File: config.mk
export PLATFORM = sky130hd
export DESIGN_NAME = exception_ctrl
export DESIGN_NICKNAME = d
export VERILOG_FILES = /design/src/rtl/exc_pkg.sv /design/src/rtl/exc_drain_timer.sv /design/src/rtl/exception_ctrl.sv
export SDC_FILE = /design/constraint.sdc
export NUM_CORES = 1
export LEC_CHECK = 0
export CAP_MARGIN = 10
export CELL_PAD_IN_SITES_DETAIL_PLACEMENT = 0
export CELL_PAD_IN_SITES_GLOBAL_PLACEMENT = 1
export CORE_MARGIN = 10
export CORE_UTILIZATION = 25
export DETAILED_ROUTE_END_ITERATION = 7
export PLACE_DENSITY = 0.82
export SETUP_SLACK_MARGIN = 0.15
export SLEW_MARGIN = 30
export SYNTH_ARGS = -nofsm -noshare
export SYNTH_HDL_FRONTEND = slang
export SYNTH_HIERARCHICAL = 1
export SYNTH_SLANG_ARGS = --single-unit
File: constraint.sdc
create_clock -name clk -period 1.8 [get_ports clk]
set_input_delay 0.54 -clock clk [delete_from_list [all_inputs] [get_ports clk]]
set_output_delay 0.54 -clock clk [all_outputs]
set_load 0.02 [all_outputs]
File: src/rtl/exc_pkg.sv
// ============================================================================
// exc_pkg : shared types and constants for the TLB-miss exception controller
// Revision: 1.0
// ============================================================================
`default_nettype none

package exc_pkg;

    typedef enum logic [2:0] {
        ST_IDLE     = 3'd0,
        ST_DRAIN    = 3'd1,
        ST_SAVE     = 3'd2,
        ST_REDIRECT = 3'd3,
        ST_HANDLER  = 3'd4,
        ST_RETURN   = 3'd5
    } exc_state_e;

    localparam logic [1:0]  CAUSE_NONE = 2'b00;
    localparam logic [1:0]  CAUSE_ITLB = 2'b01;
    localparam logic [1:0]  CAUSE_DTLB = 2'b10;

    localparam logic [31:0] HANDLER_VEC_DEFAULT = 32'h0000_2000;

endpackage

`default_nettype wire

File: src/rtl/exc_drain_timer.sv
// ============================================================================
// exc_drain_timer : counts DRAIN cycles from 0 and flags the final allowed one
// Revision: 1.0
// ============================================================================
`default_nettype none

module exc_drain_timer (
    input  logic       clk,
    input  logic       rst_n,
    input  logic       clear,
    input  logic       enable,
    input  logic [7:0] limit,
    output logic       expired
);

    logic [7:0] count_q;
    logic [7:0] count_d;

    always_comb begin
        count_d = count_q;
        if (clear) begin
            count_d = 8'd0;
        end else if (enable && (count_q != 8'hFF)) begin
            count_d = count_q + 8'd1;
        end
    end

    always_ff @(posedge clk or negedge rst_n) begin
        if (!rst_n) begin
            count_q <= 8'd0;
        end else begin
            count_q <= count_d;
        end
    end

    assign expired = enable && (count_q == limit);

endmodule

`default_nettype wire

File: src/rtl/exception_ctrl.sv
// ============================================================================
// exception_ctrl : TLB-miss exception sequencer (drain, save, redirect, return)
// Revision: 1.0
// ============================================================================
`default_nettype none

module exception_ctrl
    import exc_pkg::*;
#(
    parameter logic [31:0] HANDLER_VEC = HANDLER_VEC_DEFAULT,
    parameter int unsigned DRAIN_MAX   = 8
) (
    input  logic        clk,
    input  logic        rst_n,
    input  logic        itlb_miss,
    input  logic [31:0] itlb_pc,
    input  logic        dtlb_miss,
    input  logic [31:0] dtlb_pc,
    input  logic [31:0] dtlb_addr,
    input  logic        iret_req,
    input  logic        pipe_empty,
    input  logic [31:0] sys_epc,
    output logic        flush,
    output logic        stall_fetch,
    output logic        pc_redirect,
    output logic [31:0] pc_target,
    output logic        sys_tlb_miss,
    output logic [31:0] sys_pc,
    output logic [31:0] sys_addr,
    output logic        sys_iret,
    output logic        supervisor_mode,
    output logic [1:0]  exc_cause,
    output logic        double_fault
);

    localparam logic [7:0] DRAIN_LIMIT = 8'(DRAIN_MAX - 1);

    exc_state_e  state_q, state_d;
    logic [31:0] pc_q, pc_d;
    logic [31:0] addr_q, addr_d;
    logic [1:0]  cause_q, cause_d;
    logic        df_q, df_d;
    logic        first_q;
    logic        drain_expired;
    logic        any_miss;

    exc_drain_timer u_drain_timer (
        .clk     (clk),
        .rst_n   (rst_n),
        .clear   (state_q != ST_DRAIN),
        .enable  (state_q == ST_DRAIN),
        .limit   (DRAIN_LIMIT),
        .expired (drain_expired)
    );

    assign any_miss = itlb_miss | dtlb_miss;

    always_comb begin
        state_d         = state_q;
        pc_d            = pc_q;
        addr_d          = addr_q;
        cause_d         = cause_q;
        df_d            = df_q;
        flush           = 1'b0;
        stall_fetch     = 1'b0;
        pc_redirect     = 1'b0;
        pc_target       = 32'd0;
        sys_tlb_miss    = 1'b0;
        sys_pc          = 32'd0;
        sys_addr        = 32'd0;
        sys_iret        = 1'b0;
        supervisor_mode = 1'b0;
        exc_cause       = cause_q;
        double_fault    = df_q;

        case (state_q)
            ST_IDLE: begin
                exc_cause = CAUSE_NONE;
                if (dtlb_miss) begin
                    pc_d    = dtlb_pc;
                    addr_d  = dtlb_addr;
                    cause_d = CAUSE_DTLB;
                    state_d = ST_DRAIN;
                end else if (itlb_miss) begin
                    pc_d    = itlb_pc;
                    addr_d  = itlb_pc;
                    cause_d = CAUSE_ITLB;
                    state_d = ST_DRAIN;
                end
            end
            ST_DRAIN: begin
                flush       = first_q;
                stall_fetch = 1'b1;
                if (pipe_empty || drain_expired) begin
                    state_d = ST_SAVE;
                end
            end
            ST_SAVE: begin
                stall_fetch     = 1'b1;
                sys_tlb_miss    = 1'b1;
                sys_pc          = pc_q;
                sys_addr        = addr_q;
                supervisor_mode = 1'b1;
                state_d         = ST_REDIRECT;
            end
            ST_REDIRECT: begin
                stall_fetch     = 1'b1;
                pc_redirect     = 1'b1;
                pc_target       = HANDLER_VEC;
                supervisor_mode = 1'b1;
                state_d         = ST_HANDLER;
            end
            ST_HANDLER: begin
                supervisor_mode = 1'b1;
                // IRET wins over a coincident miss, which is then dropped silently
                if (iret_req) begin
                    state_d = ST_RETURN;
                end else if (any_miss) begin
                    df_d = 1'b1;
                end
            end
            ST_RETURN: begin
                flush           = 1'b1;
                sys_iret        = 1'b1;
                pc_redirect     = 1'b1;
                pc_target       = sys_epc;
                supervisor_mode = 1'b1;
                state_d         = ST_IDLE;
            end
            default: begin
                exc_cause = CAUSE_NONE;
                state_d   = ST_IDLE;
            end
        endcase
    end

    always_ff @(posedge clk or negedge rst_n) begin
        if (!rst_n) begin
            state_q <= ST_IDLE;
            pc_q    <= 32'd0;
            addr_q  <= 32'd0;
            cause_q <= CAUSE_NONE;
            df_q    <= 1'b0;
            first_q <= 1'b0;
        end else begin
            state_q <= state_d;
            pc_q    <= pc_d;
            addr_q  <= addr_d;
            cause_q <= cause_d;
            df_q    <= df_d;
            first_q <= (state_q != ST_DRAIN) && (state_d == ST_DRAIN);
        end
    end

endmodule

`default_nettype wire

==> flow_summary.json <==
{
  "start_kind": "flop",
  "synthMostInstantiatedCell": "and3_1",
  "worstRegToRegCells": 9,
  "leakagePower_nw": 3.95,
  "syn-mean-instance-area_um2": 10.5,
  "yosys.area.top_type": "dfrtp_1",
  "clkPwrFrac_pct": 15.9,
  "cp.arrival_ps": 1640,
  "power_frac_seq_pct": 22.8,
  "vias": 4614,
  "timing.final.crit_share_pct": 121,
  "crit-reg2reg-launch": "state_q[0]$_DFF_PN0_",
  "die_w_um": 150,
  "critPathCaptureType": "primary output",
  "final.fill_count": 1376,
  "crit_start": "state_q[2]$_DFF_PN0_",
  "ant_nets": 0,
  "synth_commonest_cells": "95 x and3_1, 79 x dfrtp_1, 62 x a221o_1, 34 x and2_1, 28 x clkbuf_1",
  "cap_viol_max_count": 0,
  "path_max_fanout": 8,
  "layout_setup_ws_ps": -382,
  "slowest_delay_ps": 460,
  "timing.rr.end": "u_drain_timer/count_q[3]$_DFFE_PN0P_",
  "final_util_pct": 52.5,
  "synthTopCellsByArea": "dfrtp_1 47%, a221o_1 15%, and3_1 14%",
  "grt_pass1_vias": 4685,
  "ys_warn_count": 6,
  "grtUsageTotal_pct": 14.8,
  "synthDistinctLibCells": 45,
  "clk_path_buf_depth": 2,
  "detail_route.vias_per_cell": 5.05,
  "dr.pass1.iters": 4,
  "synth_cells": 406,
  "rsz0062_at_grt": "yes",
  "syn_to_final_growth_pct": 106,
  "hp-class": "input pin to async pin",
  "synth_edf_count": 0,
  "wl_mm": 20.2,
  "tritoncts": "built",
  "fmax_ghz": 0.458,
  "dieHeight_um": 150,
  "cp_cell_sequence": "nor2_4 > buf_12 > buf_12 > buf_6 > and3_4 > buf_6",
  "ff2ff_setup_slack_ps": -300,
  "die_area_um2": 22600,
  "synth_top_area_share_pct": 46.6,
  "drive_above_1_share_pct": 47.0,
  "grt_first_pass_wirelength_mm": 26.2,
  "antenna_found_initial": 1,
  "num_rows": 47,
  "wl_per_cell_um": 22.1,
  "hold_viol": 0,
  "cts_root_buffer": "clkbuf_16",
  "core_um2": 16600,
  "ctsHoldBuffers": 0,
  "cts_sinks": 79,
  "tightest_slew_ps": 702,
  "netlist_area_um2": 4250,
  "cts.clk_slew.worst_paths_ps": 60,
  "fin_crit_ps": 2180,
  "crit_type": "flop to primary output",
  "cts.htree.levels": 3,
  "port_buffers": 238,
  "synthFlopType": "dfrtp_1",
  "crit_required_ps": 1260,
  "clock-skew-final_ps": 5.37,
  "async_reset_ff_share_pct": 100,
  "grt_start_max_net_pins": 39,
  "antenna_cells": 0,
  "drtIter0Drc": 272,
  "maxSlewViolCount": 0,
  "p_int_mw": 8.62,
  "ys_seq_area_share_pct": 46.6,
  "dp_hpwl_mm": 13.3,
  "p_comb_share_pct": 61.2,
  "relSlewSlack_pct": 53.1,
  "run_status": "finished with violations",
  "routabilityCongestion": 0.900,
  "worstSetupEndpoint": "sys_addr[11]",
  "violations": "negative setup slack",
  "swShare_pct": 36.6,
  "clk_latency_ps": 340,
  "setup_viol": 177,
  "ys_ff_latch": 79,
  "ios": 239,
  "slowest_stage": "dfrtp_2",
  "vdd_ir_drop_max_uv": 871,
  "pre_cts_slack_ps": -646,
  "power.density_nw_per_um2": 1550,
  "start_util_pct": 25.5,
  "cts_buffers": 9,
  "grt_overflow": 0,
  "fin_nets": 825,
  "netSwitchingPower_mw": 4.97,
  "route.detailed.drc": 0
}
per-stage QoR:
step | cell area (um^2) | power, mW | TNS, ps | hold WS, ps | cells
floorplan | 4750 | 6.79 | 0 | 244 | 412
global placement | 7450 | 9.04 | -84080 | 443 | 858
detailed placement | 7450 | 9.18 | -63650 | 455 | 858
CTS | 7910 | 11.7 | -40910 | 86.2 | 880
global route | 8740 | 14.2 | -52580 | 101 | 914
finish | 8740 | 13.6 | -44690 | 88.0 | 914
flip-flops by register name, indices dropped and copies added (netlist names):
register,cells
u_drain_timer/count_q,8
first_q,1
double_fault,1
pc_q,32
cause_q,2
state_q,3
addr_q,32
worst min path at each step:
stage	start	to	slack (ps)	cells after the start
final	rst_n	addr_q[10]$_DFFE_PN0P_	90	1
after global routing	rst_n	addr_q[6]$_DFFE_PN0P_	100	1
after CTS	rst_n	addr_q[6]$_DFFE_PN0P_	90	1
after detailed placement	rst_n	addr_q[10]$_DFFE_PN0P_	450	1
after global placement	double_fault$_DFFE_PN0P_	double_fault$_DFFE_PN0P_	440	1
after floorplan	rst_n	addr_q[0]$_DFFE_PN0P_	240	0
layout make-up:
type / count / area [um^2] / area share, %
Clock inverter: 3 / 90.1 / 1.03
Timing Repair Buffer: 310 / 3500 / 40.0
Clock buffer: 12 / 256 / 2.93
Inverter: 4 / 17.5 / 0.200
Sequential cell: 79 / 1980 / 22.7
Tap cell: 220 / 275 / 3.15
Multi-Input combinational cell: 286 / 2630 / 30.1
placed cells by master (no fill, tap or decap), types with 3 or more instances in the layout:
cell type and count:
nor2_1 5, and3_1 35, buf_12 15, a211oi_2 3, bufinv_16 3, buf_6 98, o21ai_1 3, a221o_1 62
a21oi_2 4, conb_1 8, clkbuf_16 23, clkdlybuf4s50_1 132, dfrtp_2 3, a21oi_1 4, dfrtp_1 76, nor2b_1 3
xnor2_1 8, and3_4 61, nor2_4 4, buf_4 46, nand2_1 6, and2_4 33
power groups by stage:
stage | logic (mW) | clock network, mW | registers (mW)
final | 8.32 | 2.16 | 3.10
after global routing | 8.77 | 2.28 | 3.20
after CTS | 6.42 | 2.23 | 3.08
after detailed placement | 6.10 | 0 | 3.08
after global placement | 5.97 | 0 | 3.07
after floorplan | 3.84 | 0 | 2.95
metal layers:
metal  vias to the layer above  GRT usage (%)  wire length [um]
li1                       2096              -                 -
met1                      2251           17.2              8230
met2                       240           24.9              9820
met3                        27           6.18              1830
met4                         0           3.16               314
met5                         -              0                 0
cells by family after synthesis:
group                    share of synthesized area (%)
AND/OR/NAND/NOR                                   25.1
AO/OA/AOI/OAI                                     19.3
flip-flops                                        46.6
buffers and inverters                             5.78
XOR/XNOR                                          1.86
multiplexers                                     0.943
other                                            0.177
adder cells (fa/ha/maj)                          0.295
what timing repair did:
action,CTS,global route
gates resized for setup,468,213
endpoints found under the setup margin,176,179
buffers inserted,6,13
cloned,1,21
pin swaps,10,70
worst max-delay path: cells and delay by family, from the launching register on:
kind          cells  cell delay, ps
buf+inv           4             510
flops             1             460
simple gates      2             330
No activity file was read; power rests on OpenSTA's default activity.
